**config.mk**
```make
export PLATFORM = sky130hd
export DESIGN_NAME = pipe_ctrl
export DESIGN_NICKNAME = d
export VERILOG_FILES = /design/src/rtl/cpu_pkg.sv /design/src/rtl/hazard_cmp.sv /design/src/rtl/pipe_ctrl.sv
export SDC_FILE = /design/constraint.sdc
export NUM_CORES = 1
export LEC_CHECK = 0
export ABC_AREA = 1
export CORE_MARGIN = 3
export CORE_UTILIZATION = 45
export DETAILED_ROUTE_END_ITERATION = 8
export GPL_TIMING_DRIVEN = 1
export PLACE_DENSITY = 0.92
export SLEW_MARGIN = 20
export SYNTH_ARGS = -nofsm -noshare
export SYNTH_HDL_FRONTEND = slang
export SYNTH_SLANG_ARGS = --single-unit
```
**constraint.sdc**
```tcl
create_clock -name clk -period 3.7 [get_ports clk]
set_input_delay 0.74 -clock clk [delete_from_list [all_inputs] [get_ports clk]]
set_output_delay 0.74 -clock clk [all_outputs]
set_load 0.02 [all_outputs]
```
**src/rtl/cpu_pkg.sv**
```systemverilog
// rtl/cpu_pkg.sv - shared types, encodings and defaults for the pipeline controller
//
// Contents:
//   DIV_CYCLES_DEF / MUL_CYCLES_DEF  default step counts for the mul/div unit
//   md_state_t                       mul/div sequencer states
//   FWD_REG / FWD_MEM / FWD_WB       EX operand forwarding select encodings
//   fwd_sel()                        EX forwarding select for one source register
//   op_hit()                         "used, nonzero source matches destination" test
package cpu_pkg;

    localparam int DIV_CYCLES_DEF = 32;
    localparam int MUL_CYCLES_DEF = 2;

    typedef enum logic [1:0] {
        MD_IDLE = 2'd0,
        MD_MUL  = 2'd1,
        MD_DIV  = 2'd2,
        MD_DONE = 2'd3
    } md_state_t;

    localparam logic [1:0] FWD_REG = 2'b00;
    localparam logic [1:0] FWD_MEM = 2'b01;
    localparam logic [1:0] FWD_WB  = 2'b10;

    // EX/MEM has priority over MEM/WB because it holds the younger result.
    // r0 is hardwired to zero and is never forwarded.
    function automatic logic [1:0] fwd_sel(
        input logic [4:0] src,
        input logic [4:0] mem_wreg,
        input logic       mem_regwen,
        input logic [4:0] wb_wreg,
        input logic       wb_regwen
    );
        if (src == 5'd0)
            return FWD_REG;
        else if (mem_regwen && (mem_wreg == src))
            return FWD_MEM;
        else if (wb_regwen && (wb_wreg == src))
            return FWD_WB;
        else
            return FWD_REG;
    endfunction

    function automatic logic op_hit(
        input logic       used,
        input logic [4:0] op,
        input logic [4:0] dst
    );
        return used && (op != 5'd0) && (op == dst);
    endfunction

endpackage

```
**src/rtl/hazard_cmp.sv**
```systemverilog
// rtl/hazard_cmp.sv - combinational hazard detection and forwarding compares
//
// Ports:
//   id_*       ID-stage source registers, use flags and branch flag
//   ex_*       EX-stage sources, destination, regwen and load flag
//   mem_*      MEM-stage destination, regwen and load flag
//   wb_*       WB-stage destination and regwen
//   fwd_a/b    EX operand selects (FWD_REG/FWD_MEM/FWD_WB)
//   fwd_id_a/b ID branch compare takes EX/MEM AluOut
//   load_use   ID consumes the result of a load currently in EX
//   br_stall   ID branch needs a value that cannot be forwarded yet
module hazard_cmp
    import cpu_pkg::*;
(
    input  logic [4:0] id_rs,
    input  logic [4:0] id_rt,
    input  logic       id_use_rs,
    input  logic       id_use_rt,
    input  logic       id_is_branch,
    input  logic [4:0] ex_rs,
    input  logic [4:0] ex_rt,
    input  logic [4:0] ex_wreg,
    input  logic       ex_regwen,
    input  logic       ex_load,
    input  logic [4:0] mem_wreg,
    input  logic       mem_regwen,
    input  logic       mem_load,
    input  logic [4:0] wb_wreg,
    input  logic       wb_regwen,
    output logic [1:0] fwd_a,
    output logic [1:0] fwd_b,
    output logic       fwd_id_a,
    output logic       fwd_id_b,
    output logic       load_use,
    output logic       br_stall
);

    logic ex_hit_rs;
    logic ex_hit_rt;
    logic mem_hit_rs;
    logic mem_hit_rt;

    always_comb begin
        fwd_a = fwd_sel(ex_rs, mem_wreg, mem_regwen, wb_wreg, wb_regwen);
        fwd_b = fwd_sel(ex_rt, mem_wreg, mem_regwen, wb_wreg, wb_regwen);

        ex_hit_rs  = op_hit(id_use_rs, id_rs, ex_wreg);
        ex_hit_rt  = op_hit(id_use_rt, id_rt, ex_wreg);
        mem_hit_rs = op_hit(id_use_rs, id_rs, mem_wreg);
        mem_hit_rt = op_hit(id_use_rt, id_rt, mem_wreg);

        // op_hit already excludes r0, which covers the ex_wreg != 0 term.
        load_use = ex_load && (ex_hit_rs || ex_hit_rt);

        // A branch resolved in ID cannot see an EX result at all, and a load
        // in MEM only has its data at the end of MEM, so both must wait.
        br_stall = id_is_branch &&
                   ((ex_regwen && (ex_hit_rs || ex_hit_rt)) ||
                    (mem_load  && (mem_hit_rs || mem_hit_rt)));

        fwd_id_a = mem_regwen && !mem_load && mem_hit_rs;
        fwd_id_b = mem_regwen && !mem_load && mem_hit_rt;
    end

endmodule

```
**src/rtl/pipe_ctrl.sv**
```systemverilog
// rtl/pipe_ctrl.sv - pipeline hazard/forwarding control and mul/div sequencer
//
// Ports:
//   clk, reset            clock and asynchronous active-high reset
//   id_*, ex_*, mem_*,    register numbers and control flags of the
//   wb_*                  instructions in each pipeline stage
//   ex_md_start/ex_md_div valid mult/div in EX, divide select
//   exc_flush             exception/eret committed in MEM
//   stall_pc, stall_ex    hold PC+IF/ID, hold ID/EX
//   bubble_ex, bubble_mem load a NOP into ID/EX, EX/MEM
//   flush_all             clear IF/ID, ID/EX and EX/MEM valid bits
//   fwd_a/b, fwd_id_a/b   operand forwarding selects
//   md_load, md_step      mul/div unit operand latch and step strobes
//   md_done, md_busy      registered HI/LO write pulse and busy flag
module pipe_ctrl
    import cpu_pkg::*;
#(
    parameter int DIV_CYCLES = DIV_CYCLES_DEF,
    parameter int MUL_CYCLES = MUL_CYCLES_DEF
) (
    input  logic       clk,
    input  logic       reset,
    input  logic [4:0] id_rs,
    input  logic [4:0] id_rt,
    input  logic       id_use_rs,
    input  logic       id_use_rt,
    input  logic       id_is_branch,
    input  logic [4:0] ex_rs,
    input  logic [4:0] ex_rt,
    input  logic [4:0] ex_wreg,
    input  logic       ex_regwen,
    input  logic       ex_load,
    input  logic       ex_md_start,
    input  logic       ex_md_div,
    input  logic [4:0] mem_wreg,
    input  logic       mem_regwen,
    input  logic       mem_load,
    input  logic [4:0] wb_wreg,
    input  logic       wb_regwen,
    input  logic       exc_flush,
    output logic       stall_pc,
    output logic       stall_ex,
    output logic       bubble_ex,
    output logic       bubble_mem,
    output logic       flush_all,
    output logic [1:0] fwd_a,
    output logic [1:0] fwd_b,
    output logic       fwd_id_a,
    output logic       fwd_id_b,
    output logic       md_load,
    output logic       md_step,
    output logic       md_done,
    output logic       md_busy
);

    localparam int CW = $clog2(DIV_CYCLES + 1);

    md_state_t   state;
    logic [CW-1:0] count;
    // Set for the one cycle after DONE: the finished mult/div is still in EX
    // with ex_md_start high and must not be started a second time.
    logic        md_hold;

    logic [1:0]  hz_fwd_a;
    logic [1:0]  hz_fwd_b;
    logic        hz_fwd_id_a;
    logic        hz_fwd_id_b;
    logic        hz_load_use;
    logic        hz_br_stall;

    logic        start_ok;
    logic        md_active;
    logic        hz_stall;

    hazard_cmp u_hazard_cmp (
        .id_rs        (id_rs),
        .id_rt        (id_rt),
        .id_use_rs    (id_use_rs),
        .id_use_rt    (id_use_rt),
        .id_is_branch (id_is_branch),
        .ex_rs        (ex_rs),
        .ex_rt        (ex_rt),
        .ex_wreg      (ex_wreg),
        .ex_regwen    (ex_regwen),
        .ex_load      (ex_load),
        .mem_wreg     (mem_wreg),
        .mem_regwen   (mem_regwen),
        .mem_load     (mem_load),
        .wb_wreg      (wb_wreg),
        .wb_regwen    (wb_regwen),
        .fwd_a        (hz_fwd_a),
        .fwd_b        (hz_fwd_b),
        .fwd_id_a     (hz_fwd_id_a),
        .fwd_id_b     (hz_fwd_id_b),
        .load_use     (hz_load_use),
        .br_stall     (hz_br_stall)
    );

    always_comb begin
        start_ok  = (state == MD_IDLE) && ex_md_start && !md_hold && !exc_flush;
        md_active = start_ok || (state != MD_IDLE);
        hz_stall  = hz_load_use || hz_br_stall;

        // Everything below is combinational, so it is forced low while reset
        // is held to give the immediate all-zero output state.
        flush_all  = !reset && exc_flush;
        stall_pc   = !reset && !exc_flush && (md_active || hz_stall);
        stall_ex   = !reset && !exc_flush && md_active;
        bubble_mem = !reset && !exc_flush && md_active;
        // The mul/div ID/EX hold already keeps the dependent instruction in
        // ID, so a coincident load-use/branch bubble is suppressed.
        bubble_ex  = !reset && !exc_flush && !md_active && hz_stall;

        md_load    = !reset && start_ok;
        md_step    = !reset && !exc_flush &&
                     ((state == MD_MUL) || (state == MD_DIV));

        fwd_a      = reset ? FWD_REG : hz_fwd_a;
        fwd_b      = reset ? FWD_REG : hz_fwd_b;
        fwd_id_a   = !reset && hz_fwd_id_a;
        fwd_id_b   = !reset && hz_fwd_id_b;
    end

    always_ff @(posedge clk or posedge reset) begin
        if (reset) begin
            state   <= MD_IDLE;
            count   <= '0;
            md_hold <= 1'b0;
            md_done <= 1'b0;
            md_busy <= 1'b0;
        end else if (exc_flush) begin
            state   <= MD_IDLE;
            count   <= '0;
            md_hold <= 1'b0;
            md_done <= 1'b0;
            md_busy <= 1'b0;
        end else begin
            case (state)
                MD_IDLE: begin
                    md_hold <= 1'b0;
                    md_done <= 1'b0;
                    if (start_ok) begin
                        state   <= ex_md_div ? MD_DIV : MD_MUL;
                        count   <= ex_md_div ? CW'(DIV_CYCLES) : CW'(MUL_CYCLES);
                        md_busy <= 1'b1;
                    end else begin
                        md_busy <= 1'b0;
                    end
                end
                MD_MUL, MD_DIV: begin
                    count <= count - CW'(1);
                    if (count == CW'(1)) begin
                        state   <= MD_DONE;
                        md_done <= 1'b1;
                    end
                end
                MD_DONE: begin
                    state   <= MD_IDLE;
                    md_done <= 1'b0;
                    md_busy <= 1'b0;
                    md_hold <= 1'b1;
                end
                default: begin
                    state   <= MD_IDLE;
                    count   <= '0;
                    md_done <= 1'b0;
                    md_busy <= 1'b0;
                end
            endcase
        end
    end

endmodule
```
==> key figures <==
Critical path
  • CP bufs+invs: 3
  • Crit path launch type: primary input
  • Top cell by count, worst path: clkdlybuf4s50_1
  • CP max-delay cell: clkdlybuf4s50_1
  • Crit path capture type: primary output
  • Kind of critical path: in -> out
  • Family with the most delay on the worst path: buffers and inverters
  • Critical path arrival: ~2.7 ns
  • Worst EP required: about 3.0 ns
  • Crit path cell chain: clkdlybuf4s50_1 > inv_1 > or2_2 > o2111a_1 > nand2_1 > and3_1 > clkdlybuf4s50_1
  • Crit Path Max Fanout: 4
  • CP peak stage delay: 0.61 ns

Layout
  • Post-route cell area: 2070 um2
  • P&R area growth vs syn: 51.2%
  • Fillers: around 230
  • Most common cell after layout, fill and taps aside: clkdlybuf4s50_1
  • Layout cells sized above 1: under 10%
  • Final net count: approximately 330
  • Finished Core Util: 73.2%
  • FF+latch area: between 200 and 300 um2
  • Multi-input gate area: 958 um2
  • ANT cells: 0
  • Most frequent cells in the layout: clkdlybuf4s50_1 (62), inv_1 (31), nand2_1 (31)

Die
  • Die width: roughly 61 um
  • Die height: approximately 61 um
  • Row count: 19
  • Starting Density: around 48%
  • IO Count: 63
  • Die area: about 3700 um2
  • Core area: about 2800 um2

Routing
  • # DRC: 0
  • 1st-iter DRT viols: 52
  • DR pass1 iterations: 4
  • Vias/cell: 5.27
  • Via count: 1613
  • Routed Wire Length: 4360 um
  • Routed WL per cell: roughly 14 um
  • Routed Antenna Nets: 0

Logic synthesis
  • Largest cells by area after synthesis: dfrtp_1 (20%), xor2_1 (13%), inv_1 (8.5%), nand2_1 (8.5%), nor2_1 (7.1%)
  • Cell taking the most area after synthesis: dfrtp_1
  • #FFs+latches synth: 11
  • Synth Cell Area: 1370 um2
  • Mean Syn Cell Area: roughly 6.6 um2
  • Post-synth top area share: 20.1%
  • Yosys warnings: 0
  • Distinct cell type count after synthesis: 32
  • Post-synth net total: 259
  • Post-Syn Instances: approximately 210
  • Post-synthesis sequential area ratio: ~20%

Placed design
  • Placed cell areas: around 2000 um2
  • Final GP Congestion: between 0.8 and 0.9
  • Port-buffer cells: slightly above 60
  • Hpwl dp: 3620 um

Pwr
  • Pwr dens: ~350 nW/um2
  • Max rail drop VDD: roughly 0.38 mV
  • Leakage: 0.947 nW

GRT
  • Initial antenna violation count: 0
  • First-pass GRT wire length: slightly below 7000 um
  • Vias in the first global route: ~1500
  • Gr ovfl total: 0
  • Largest net degree at the start of global routing: 10
  • GRT Total Usage: between 20% and 30%

STA
  • Final period utilization: slightly above 90%
  • RSZ-0062 raised after global routing: false
  • Peak Freq: between 0.2 and 0.3 GHz
  • Fin. Hold Viols: 0
  • Min Tclk post-route: 3.43 ns
  • Max-slew violation count: 0
  • Slew @ Worst Pin: 0.352 ns
  • Max-slew headroom: between 70 and 80%
  • Setup-failing EPs final: 0
  • Setup TNS: 0 ns
  • Final worst clock skew: ~0.0039 ns

Clocking
  • Root Driver: clkbuf_4
  • H-Tree Depth: 1
  • Hold-fix buffers, CTS: 0
  • Later-pin clock latency in the skew report: 0.27 ns
  • Total of cells resized after clock tree synthesis: 0
  • Clk sink count: 11
  • CTS Buf Count: 3
  • Clock buffer depth: 2
  • CTS tree: yes
  • Post-CTS Setup Repair Bufs: 0
  • Clk slew on worst S/H paths: about 0.070 ns

Min path
  • Worst hold path type: reg -> reg

Run status
  • Status: finished, final reports clean

Job
  • Max-cap violations: 0
worst paths after layout:
kind / slack [ns] / from / depth (start not counted) / to
min: 0.53 / md_done / 2 / md_done
min in group asynchronous: 0.90 / reset / 3 / state[1]
max: 0.27 / mem_wreg[0] / 7 / fwd_b[1]
min reg2reg: 0.53 / md_done / 2 / md_done
max reg2reg: 2.07 / state[0] / 11 / count[4]
max in group asynchronous: 2.42 / reset / 4 / count[3]
through the flow:
stage	instances	setup WS, ns	power [mW]	hold WS, ns
floorplan	207	1.36	0.476	0.504
global placement	302	0.326	0.617	0.510
detailed placement	302	0.278	0.627	0.521
CTS	306	0.277	0.717	0.532
global route	306	0.134	0.777	0.564
finish	306	0.268	0.718	0.529
kinds of logic (layout without fill, tap and decap cells):
group	count (synthesis)	in the layout	synth area share (%)
buffers and inverters	35	103	9.87
AO/OA/AOI/OAI	30	30	13.5
XOR/XNOR	27	27	17.3
flip-flops	11	11	20.1
AND/OR/NAND/NOR	100	100	35.6
adder cells (fa/ha/maj)	4	4	3.66
layer usage:
metal,vias to the layer above,share of wire [%],GRT usage [%]
met3,14,5.2,2.52
met1,739,44,29.1
met4,0,1.8,5.88
li1,810,-,-
met5,-,0,0
met2,50,49,44.4
synth_stat cells (all sizes together):
| cell | n |
|---|---|
| nor4 | 2 |
| nand3b | 4 |
| inv | 33 |
| buf | 1 |
| o21ai | 12 |
| and3 | 1 |
| xor2 | 20 |
| a221oi | 1 |
| a21oi | 8 |
| nand4 | 4 |
| o2111a | 1 |
| nor3b | 2 |
| nand2 | 36 |
| nor3 | 8 |
| o211ai | 2 |
| ha | 4 |
| nand3 | 11 |
| a211oi | 1 |
| dfrtp | 11 |
| clkinv | 1 |
| a21o | 1 |
| o2111ai | 1 |
| nor2 | 28 |
| o22ai | 3 |
| xnor2 | 7 |
| or2 | 3 |
| nor2b | 1 |
sequential cells by signal (all words and copies together), names as in the netlist:
| signal | count |
|---|---|
| state | 2 |
| count | 6 |
| md_done | 1 |
| md_hold | 1 |
| md_busy | 1 |
final cells by class:
class                   instances  area share (%)
clock buffers                   4            1.27
well taps                      31            1.87
inverters                      34            6.17
multi-input cells             161            46.3
flip-flops and latches         11            13.3
repair buffers                 65            31.1
power by group:
| part | internal, mW | switching [mW] | leakage (nW) |
|---|---|---|---|
| Sequential | 0.156 | 0.0211 | 0.147 |
| Combinational | 0.199 | 0.260 | 0.785 |
| Clock | 0.0418 | 0.0398 | 0.0150 |
| Total | 0.396 | 0.321 | 0.947 |
worst min-delay path: cells and delay by family, from the launching register on:
family | cells | cell delay (ns)
DFF | 1 | 0.38
buffers and inverters | 1 | 0.06
AOI/OAI and AO/OA | 1 | 0.06
Power figures use the tool's default switching activity.
